## src/rtl/zigzag_pkg.sv

```systemverilog
// Shared constants for the zigzag read-address controller.
//   BLK_SIZE : coefficients per 8x8 block
//   ADDR_W   : address width within one bank
//   ZZ       : JPEG zigzag map, ZZ[k] = raster index of the k-th coefficient
//              in zigzag scan order
package zigzag_pkg;

  localparam int BLK_SIZE = 64;
  localparam int ADDR_W   = 6;

  localparam logic [ADDR_W-1:0] ADDR_LAST = ADDR_W'(BLK_SIZE - 1);
  localparam logic [ADDR_W-1:0] ADDR_ONE  = ADDR_W'(1);

  localparam logic [ADDR_W-1:0] ZZ [BLK_SIZE] = '{
    6'd0,  6'd1,  6'd8,  6'd16, 6'd9,  6'd2,  6'd3,  6'd10,
    6'd17, 6'd24, 6'd32, 6'd25, 6'd18, 6'd11, 6'd4,  6'd5,
    6'd12, 6'd19, 6'd26, 6'd33, 6'd40, 6'd48, 6'd41, 6'd34,
    6'd27, 6'd20, 6'd13, 6'd6,  6'd7,  6'd14, 6'd21, 6'd28,
    6'd35, 6'd42, 6'd49, 6'd56, 6'd57, 6'd50, 6'd43, 6'd36,
    6'd29, 6'd22, 6'd15, 6'd23, 6'd30, 6'd37, 6'd44, 6'd51,
    6'd58, 6'd59, 6'd52, 6'd45, 6'd38, 6'd31, 6'd39, 6'd46,
    6'd53, 6'd60, 6'd61, 6'd54, 6'd47, 6'd55, 6'd62, 6'd63
  };

endpackage

```

## src/rtl/zigzag_rom.sv

```systemverilog
// Combinational zigzag lookup.
//   idx  : position in zigzag scan order (0..63)
//   addr : raster address of that coefficient
module zigzag_rom
  import zigzag_pkg::*;
(
  input  logic [ADDR_W-1:0] idx,
  output logic [ADDR_W-1:0] addr
);

  assign addr = ZZ[idx];

endmodule

```

## src/rtl/zigzag_ctrl.sv

```systemverilog
// Ping-pong address controller for an external 2x64 coefficient buffer.
// Coefficients are written in raster order into one bank while the other
// bank is read out in zigzag (ZZ_EN=1) or raster (ZZ_EN=0) order.
//   clk, rst, flush        : clock, sync active-high reset, sync abort
//   in_valid / in_ready    : upstream handshake
//   wr_en, wr_bank, wr_addr: write strobe and address into the buffer
//   out_valid / out_ready  : downstream handshake
//   rd_bank, rd_addr       : read address into the buffer
//   out_last               : current read is the final one of its block
//   busy                   : a bank is full or a block is partially written
module zigzag_ctrl
  import zigzag_pkg::*;
#(
  parameter int ZZ_EN = 1
) (
  input  logic              clk,
  input  logic              rst,
  input  logic              flush,
  input  logic              in_valid,
  output logic              in_ready,
  output logic              wr_en,
  output logic              wr_bank,
  output logic [ADDR_W-1:0] wr_addr,
  output logic              out_valid,
  input  logic              out_ready,
  output logic              rd_bank,
  output logic [ADDR_W-1:0] rd_addr,
  output logic              out_last,
  output logic              busy
);

  logic [1:0]        full;
  logic [1:0]        full_nxt;
  logic [ADDR_W-1:0] wcnt;
  logic [ADDR_W-1:0] rcnt;
  logic [ADDR_W-1:0] zz_addr;
  logic              rd_xfer;
  logic              wr_done;
  logic              rd_done;

  zigzag_rom u_rom (
    .idx  (rcnt),
    .addr (zz_addr)
  );

  // in_ready looks only at the registered full flag, so a bank released by
  // the read side cannot be written in that same cycle.
  assign in_ready  = ~full[wr_bank];
  assign wr_en     = in_valid & in_ready;
  assign wr_addr   = wcnt;
  assign out_valid = full[rd_bank];
  assign rd_xfer   = out_valid & out_ready;
  assign rd_addr   = (ZZ_EN != 0) ? zz_addr : rcnt;
  assign out_last  = out_valid & (rcnt == ADDR_LAST);
  assign busy      = (|full) | (wcnt != '0);

  assign wr_done = wr_en & (wcnt == ADDR_LAST);
  assign rd_done = rd_xfer & (rcnt == ADDR_LAST);

  // Set and clear always target different banks: a write needs its bank
  // empty, a read needs its bank full.
  always_comb begin
    full_nxt = full;
    if (wr_done) full_nxt[wr_bank] = 1'b1;
    if (rd_done) full_nxt[rd_bank] = 1'b0;
  end

  always_ff @(posedge clk) begin
    if (rst | flush) begin
      full    <= 2'b00;
      wcnt    <= '0;
      rcnt    <= '0;
      wr_bank <= 1'b0;
      rd_bank <= 1'b0;
    end else begin
      full <= full_nxt;
      if (wr_en)   wcnt    <= wcnt + ADDR_ONE;
      if (wr_done) wr_bank <= ~wr_bank;
      if (rd_xfer) rcnt    <= rcnt + ADDR_ONE;
      if (rd_done) rd_bank <= ~rd_bank;
    end
  end

endmodule

```

## config.mk

```make
export PLATFORM = sky130hd
export DESIGN_NAME = zigzag_ctrl
export DESIGN_NICKNAME = d
export VERILOG_FILES = /design/src/rtl/zigzag_pkg.sv /design/src/rtl/zigzag_rom.sv /design/src/rtl/zigzag_ctrl.sv
export SDC_FILE = /design/constraint.sdc
export NUM_CORES = 1
export LEC_CHECK = 0
export CAP_MARGIN = 20
export CORE_MARGIN = 2
export CORE_UTILIZATION = 45
export CTS_BUF_LIST = sky130_fd_sc_hd__clkbuf_8
export DETAILED_ROUTE_END_ITERATION = 8
export DONT_BUFFER_PORTS = 1
export PLACE_DENSITY = 0.65
export SLEW_MARGIN = 5
export SYNTH_ARGS = -nofsm -noshare
export SYNTH_HDL_FRONTEND = slang
export SYNTH_SLANG_ARGS = --single-unit
```

## constraint.sdc

```tcl
create_clock -name clk -period 6.4 [get_ports clk]
set_clock_uncertainty 0.05 [all_clocks]
set_input_delay 1.28 -clock clk [delete_from_list [all_inputs] [get_ports clk]]
set_output_delay 1.28 -clock clk [all_outputs]
set_load 0.02 [all_outputs]
```

==> results of run 1 <==
==> report_power, final <==
part           switching, mW  total (mW)  internal (mW)
clock network         0.0320      0.0736         0.0416
registers            0.00112       0.101          0.100
logic                0.00406     0.00571        0.00165
==> layer usage <==
metal	track usage (%)	part of all wire [%]	up-vias
li1	-	-	633
met3	5.38	3.7	0
met5	0	0	-
met1	26.9	52	566
met4	2.74	0	0
met2	24.5	45	22
==> layout by cell type, fill, tap and decap left out, drive strengths merged, types with 2 or more instances in the layout <==
cell type and n:
nand2 13, and2 5, a311oi 3, and3 3, xor2 8, nand2b 4
and4 2, nor2 18, xnor2 6, dfxtp 16, a221oi 2, clkbuf 3
a21oi 12, o21ai 7, nor2b 3, o31ai 2, nor3 3, ha 18
mux2i 6, mux4 4, nand3 6, nand4 3, a211oi 3, inv 14
==> Yosys cell counts, types with 6 or more instances <==
| cell type | n |
|---|---|
| o21ai_0 | 7 |
| clkbuf_1 | 8 |
| xor2_1 | 8 |
| nor2_1 | 18 |
| nand3_1 | 6 |
| inv_1 | 13 |
| nand2_1 | 13 |
| a21oi_1 | 12 |
| xnor2_1 | 6 |
| dfxtp_1 | 16 |
| ha_1 | 18 |
==> registers in the layout, indices dropped and copies added (netlist names) <==
register and count:
rcnt 6, rd_bank 1, wr_addr 6, wr_bank 1, full 2
==> critical path: cells and delay by family, from the launching register on <==
family	cells	cell delay, ps
adders and majority gates	1	460
muxes	2	980
DFF	1	590
buffers and inverters	2	340
==> metrics by stage <==
step	area (µm²)	utilization, %	hold WS (ps)
2_1_floorplan	1500	-	465
3_3_place_gp	1500	48.4	503
3_5_place_dp	1500	48.4	500
4_1_cts	1540	49.7	512
5_1_grt	1570	50.6	543
6_report	1570	50.6	502
==> logic make-up (layout without fill, tap and decap cells) <==
family / count (synthesis) / after routing
AO/OA/AOI/OAI: 38 / 38
adder cells (fa/ha/maj): 18 / 18
multiplexers: 11 / 11
XOR/XNOR: 14 / 14
buffers and inverters: 27 / 18
flip-flops: 16 / 16
AND/OR/NAND/NOR: 63 / 63
==> layout make-up <==
| cell class | instances | share of cell area (%) |
|---|---|---|
| clock buffers | 3 | 2.63 |
| inverters | 14 | 3.35 |
| multi-input cells | 144 | 68.4 |
| flip-flops and latches | 16 | 20.4 |
| well taps | 44 | 3.51 |
| repair buffers | 1 | 1.75 |
==> worst min path at each step <==
stage | from | endpoint | slack, ps | cells past startpoint
global placement | full[1] | full[1] | 500 | 2
floorplan | full[0] | full[0] | 470 | 2
finish | full[0] | full[0] | 500 | 2
CTS | full[0] | full[0] | 510 | 2
global route | full[0] | full[0] | 540 | 2
detailed placement | full[0] | full[0] | 500 | 2
==> out/metrics.yaml, run 1 <==
sta:
  period_needed_ps: 3950
  worst_slack_ps: 2450
  slew_headroom_pct: 44.1
  max_freq_ghz: 0.253
  drv_slew: 0
  rsz0062_at_grt: "no"
  tightestPinTransition_ps: 838
  finalCritPeriodShare_pct: 61.7
  finalSetupViolations: 0
  final.setup.tns_ps: 0
  timing_hold_violations_final: 0
cts:
  clock_path_buffers: 2
  tritoncts: "built"
  cts.sinks: 16
  postCtsSetupRepairBufs: 0
  hold_buffers: 0
  clock_latency_ps: 240
  cts-root-buf: "clkbuf_8"
  h-tree-depth: 1
  cts_made_buffers: 3
  post_cts_resized: 0
  clk_pin_slew_ps: 60
finish:
  area_delta_synth_final_pct: 4.58
  n_fill_cell: 309
  antenna_cells: 0
  final_cell_count_no_fill: 222
  multiInputGateArea_um2: 1070
  seq_area_um2: 320
  nets: 203
  layout-drive-gt1-share_pct: 6.74
route:
  wl_mm: 3.10
  drt_iter0_drc: 80
  avgRoutedWirePerCell_um: 14.0
  via_count: 1221
  viasPerCell: 5.50
  drcViolationCount: 0
  first_pass_iters: 4
  ant_nets: 0
critical_path:
  cp_max_fo: 13
  crit_start: "rcnt[0]"
  r2r-start: "wr_bank"
  worstSetupPathType: "reg2out"
  critical_path_required_ps: 5070
  arrival_ps: 2620
  r2r-end: "full[1]"
  path_cells: "inv_1 > ha_1 > inv_1 > mux4_2 > mux4_2"
  crit_path_start_kind: "register"
  critPathCapture: "rd_addr[3]"
  slowest_delay_ps: 590
  critical_path.slowest_cell: "dfxtp_1"
  ff2ff_path_depth: 4
  worstSetupEndpointType: "output pin"
  r2r_slack_ps: 4450
floorplan:
  num_io_pins: 24
  fp-row-count: 20
  core_area_um2: 3100
  initial_core_util_pct: 48.4
  die_area_um2: 3810
  die_height_um: 61.8
  die_w_um: 61.8
place:
  dp_hpwl_mm: 2.25
  preCtsSetupSlack_ps: 2720
  place_inst: 218
  place.gp.congestion: 0.825
  port-buffer-count: 0
synthesis:
  synthXorXnorAreaFrac_pct: 8.17
  synth_adder_area_share_pct: 15.0
  synth-edff-count: 0
  synth-simple-area-share_pct: 20.9
  synth_top_area_cell: "dfxtp_1"
  synthCells: 187
  yosysSeqAreaShare_pct: 21.3
  synth_compound_area_share_pct: 16.4
  yosys_warnings: 0
  async_flop_share_pct: 0
  synth_seq_cells: 16
  syn_area_um2: 1500
  yosysTopAreaCellShare_pct: 21.3
  post_synth_mux_area_share_pct: 11.0
  synth_top_family_by_area: "simple AND/OR/NAND/NOR gates"
  synth_area_leaders: "dfxtp_1 (21%), ha_1 (15%), mux4_2 (6.0%), xor2_1 (4.7%), nor2_1 (4.5%)"
  ys.flop_type: "dfxtp_1"
  synth_cell_types: 40
  avgSynthCellArea_um2: 8.03
  syn-num-nets: 210
global_route:
  grt_overflow: 0
  antenna_found_initial: 0
  grt_pass1_wl_mm: 5.11
  grt_pass1_vias: 1078
  grt_start_max_net_pins: 35
  grt_usage_pct: 17.6
pwr:
  peakVddDrop_v: 0.000142
  leakagePower_nw: 0.576
  power.density_nw_per_um2: 115
  power.total_mw: 0.181
status:
  status: "complete, no violations"
job:
  maxCapViolCount: 0
worst_hold_path:
  hp-class: "reg2reg"
No activity file was read; power rests on OpenSTA's default activity.
==> run 2, diff against run 1 <==
Clock period 6.4 ns to 3.95 ns, I/O delays scaled along.
==> run 2 against run 1 <==
Non-clock buffer count rose by 1. Core utilization about the same. Global-route usage up 1.0 points. Setup slack worse by 2000 ps. Hold slack gained 16 ps. Final cell count increased by 0.90%. Clock power rose by 96%. Highest routed layer is now met4.
==> out/metrics.yaml, run 2 (synthesis results as in run 1) <==
cts:
  post_cts_resized: 0
  clock_path_buffers: 2
  tritoncts: "built"
  clk_pin_slew_ps: 60
  clock_latency_ps: 250
  cts_made_buffers: 3
  h-tree-depth: 1
  hold_buffers: 0
  cts.sinks: 16
  cts-root-buf: "clkbuf_8"
  postCtsSetupRepairBufs: 0
route:
  wl_mm: 3.18
  drcViolationCount: 0
  via_count: 1285
  avgRoutedWirePerCell_um: 14.2
  drt_iter0_drc: 45
  viasPerCell: 5.74
  ant_nets: 0
  first_pass_iters: 4
critical_path:
  cp_max_fo: 13
  worstSetupPathType: "reg2out"
  r2r-end: "full[1]"
  ff2ff_path_depth: 4
  arrival_ps: 2700
  crit_path_start_kind: "register"
  critical_path_required_ps: 3110
  worstSetupEndpointType: "output pin"
  r2r_slack_ps: 2000
  crit_start: "rcnt[0]"
  r2r-start: "wr_bank"
finish:
  antenna_cells: 0
  nets: 204
  layout-drive-gt1-share_pct: 7.78
  area_delta_synth_final_pct: 4.67
  final_cell_mix: "nor2_1 (18), ha_1 (18), dfxtp_1 (16)"
  fin_util_pct: 50.6
sta:
  drv_slew: 0
  holdWs_ps: 519
  finalSetupViolations: 0
  max_freq_ghz: 0.283
  tightestPinTransition_ps: 798
  finalCritPeriodShare_pct: 89.6
  slew_headroom_pct: 46.7
  period_needed_ps: 3540
  rsz0062_at_grt: "no"
  timing_hold_violations_final: 0
  final.setup.tns_ps: 0
place:
  place.gp.congestion: 0.825
  dp_hpwl_mm: 2.33
  port-buffer-count: 0
worst_hold_path:
  min_from: "full[0]"
  hp-class: "reg2reg"
  hold_end: "full[0]"
  whs_path_depth: 2
global_route:
  grt_pass1_wl_mm: 5.31
  grt_usage_pct: 18.6
  grt_overflow: 0
  grt_pass1_vias: 1146
  grt_start_max_net_pins: 27
  antenna_found_initial: 0
floorplan:
  die_height_um: 61.8
  die_area_um2: 3810
  fp-row-count: 20
  num_io_pins: 24
  initial_core_util_pct: 48.4
  core_area_um2: 3100
  die_w_um: 61.8
pwr:
  peakVddDrop_v: 0.000182
  power.total_mw: 0.317
  leakagePower_nw: 0.583
  power.density_nw_per_um2: 202
job:
  maxCapViolCount: 0
status:
  status: "complete, no violations"
[run 2: changes by cell type in the layout (fill, tap and decap cells not counted), sizes merged]
cell    previous run  this run
clkbuf             3         4
buf                1         2
[run 2: worst max-delay path: stages (launching register included)]
cell and delay [ps]:
dfxtp_1 610, inv_1 270, ha_1 480, inv_1 80
mux4_2 450, mux4_2 540
[run 2: final cells by class]
class | instances | area [µm²]
fill | 313 | 1530
multi-input combinational | 144 | 1070
sequential | 16 | 320
clock buffer | 4 | 55.1
tap | 44 | 55.1
inverter | 14 | 52.6
timing repair buffer | 2 | 15.0
[run 2: report_power, final]
group / internal [mW] / switching (mW) / leakage (nW) / total, mW
logic: 0.00270 / 0.00649 / 0.425 / 0.00919
clock network: 0.0885 / 0.0556 / 0.0288 / 0.144
registers: 0.162 / 0.00183 / 0.129 / 0.164
[run 2: how the worst max path moves through the flow]
stage	to	slack, ps
2_1_floorplan	rd_addr[3]	850
3_3_place_gp	rd_addr[3]	790
3_5_place_dp	rd_addr[3]	670
4_1_cts	rd_addr[3]	410
5_1_grt	rd_addr[3]	250
6_report	rd_addr[3]	410
[run 2: metrics by stage]
| stage | instance area, µm² | worst slack, ps | instances |
|---|---|---|---|
| detailed placement | 1520 | 670 | 220 |
| global placement | 1520 | 795 | 220 |
| global route | 1570 | 250 | 224 |
| finish | 1570 | 411 | 224 |
| CTS | 1570 | 409 | 224 |
| floorplan | 1500 | 850 | 187 |
[run 2: layer usage]
metal  global-route usage, %  wire length [µm]  part of all wire [%]
met5                       0                 0                     0
met4                    3.65                 8                  0.25
met1                    26.3              1530                    48
met2                    28.1              1490                    47
met3                    5.80               146                   4.6
==> run 3, diff against run 2 <==
Settings changed: MAX_ROUTING_LAYER set to met4.
==> run 3 against run 2 <==
Total power decreased by 0.11%. Global-route usage grew 0.66 points. Largest power group unchanged. Non-clock buffer count did not move. Setup slack worse by 15 ps. Critical endpoint unchanged. Clock power about the same. First-iteration DRC count fell by 4.4%. Fmax is 0.42% lower. Flip-flop and latch count is the same.
==> out/metrics.yaml, run 3 (synthesis results as in run 1) <==
status:
  status: "complete, no violations"
cts:
  cts-root-buf: "clkbuf_8"
  cts.sinks: 16
  postCtsSetupRepairBufs: 0
  clock_path_buffers: 2
  tritoncts: "built"
  hold_buffers: 0
  post_cts_resized: 0
  clk_pin_slew_ps: 60
  cts_made_buffers: 3
  h-tree-depth: 1
  clock_latency_ps: 250
pwr:
  p_comb_share_pct: 2.9
  leakagePower_nw: 0.583
  p_clk_share_pct: 45.4
  power.internal_mw: 0.253
  seq_power_share_pct: 51.7
  power.density_nw_per_um2: 202
  p_sw_mw: 0.0636
  peakVddDrop_v: 0.000181
  sw_frac_of_total_pct: 20.1
route:
  met3_length_um: 163
  wl_met2_mm: 1.47
  ant_nets: 0
  wl_mm: 3.19
  via_count: 1282
  avgRoutedWirePerCell_um: 14.2
  met1Wirelength_mm: 1.54
  drcViolationCount: 0
  first_pass_iters: 4
  viasPerCell: 5.72
  drt_iter0_drc: 43
  top_layer: "met4"
critical_path:
  cp_max_fo: 13
  critPathCapture: "rd_addr[3]"
  crit_start: "rcnt[0]"
  arrival_ps: 2710
  ff2ff_path_depth: 4
  worstSetupEndpointType: "output pin"
  r2r-start: "wr_bank"
  r2r-end: "full[1]"
  crit_path_start_kind: "register"
  worstSetupPathType: "reg2out"
  r2r_slack_ps: 2000
  critical_path_required_ps: 3110
sta:
  finalSetupViolations: 0
  drv_slew: 0
  holdWs_ps: 518
  max_freq_ghz: 0.281
  timing_hold_violations_final: 0
  rsz0062_at_grt: "no"
  slew_headroom_pct: 46.0
  period_needed_ps: 3550
  finalCritPeriodShare_pct: 90.0
  final.setup.tns_ps: 0
  tightestPinTransition_ps: 809
floorplan:
  die_w_um: 61.8
  num_io_pins: 24
  die_height_um: 61.8
  die_area_um2: 3810
  initial_core_util_pct: 48.4
  fp-row-count: 20
  core_area_um2: 3100
global_route:
  antenna_found_initial: 0
  grt_pass1_wl_mm: 5.31
  grt_start_max_net_pins: 27
  grt_usage_pct: 19.3
  grt_pass1_vias: 1142
  grt_overflow: 0
finish:
  final_cell_mix: "nor2_1 (18), ha_1 (18), dfxtp_1 (16)"
  layout-drive-gt1-share_pct: 7.78
  antenna_cells: 0
  nets: 204
  area_delta_synth_final_pct: 4.67
worst_hold_path:
  hp-class: "reg2reg"
place:
  port-buffer-count: 0
  place.gp.congestion: 0.837
  dp_hpwl_mm: 2.33
job:
  maxCapViolCount: 0
-- run 3: area by class of cell --
class                      count  area [µm²]
tap                           44        55.1
sequential                    16         320
fill                         313        1530
inverter                      14        52.6
clock buffer                   4        55.1
multi-input combinational    144        1070
timing repair buffer           2        15.0
-- run 3: critical path: stages (launching register included) --
cell     delay (ps)
dfxtp_1         620
inv_1           280
ha_1            490
inv_1            90
mux4_2          450
mux4_2          540
-- run 3: worst min path at each step --
stage	depth (start not counted)	endpoint	startpoint	slack, ps
after floorplan	2	full[0]	full[0]	470
after global placement	2	full[0]	full[0]	500
after detailed placement	2	full[0]	full[0]	510
after CTS	2	full[0]	full[0]	520
after global routing	2	full[0]	full[0]	540
final	2	full[0]	full[0]	520
-- run 3: metal layers --
layer  global-route usage [%]  up-vias
li1                         -      634
met1                     26.7      615
met2                     28.0       31
met3                     5.80        2
met5                        -        -
met4                     3.65        0
-- run 3: power by group through the flow --
stage | registers (mW) | clock network, mW | logic (mW)
4_1_cts | 0.164 | 0.150 | 0.00948
2_1_floorplan | 0.167 | 0 | 0.00904
3_3_place_gp | 0.167 | 0 | 0.00907
5_1_grt | 0.164 | 0.157 | 0.0106
3_5_place_dp | 0.168 | 0 | 0.00945
6_report | 0.164 | 0.144 | 0.00919
-- run 3: metrics by stage --
step | power, mW | util (%) | cell area (µm²) | setup WS (ps) | instances
global placement | 0.177 | 48.9 | 1520 | 795 | 220
CTS | 0.323 | 50.6 | 1570 | 409 | 224
detailed placement | 0.177 | 48.9 | 1520 | 670 | 220
floorplan | 0.176 | - | 1500 | 850 | 187
global route | 0.331 | 50.6 | 1570 | 250 | 224
finish | 0.317 | 50.6 | 1570 | 396 | 224
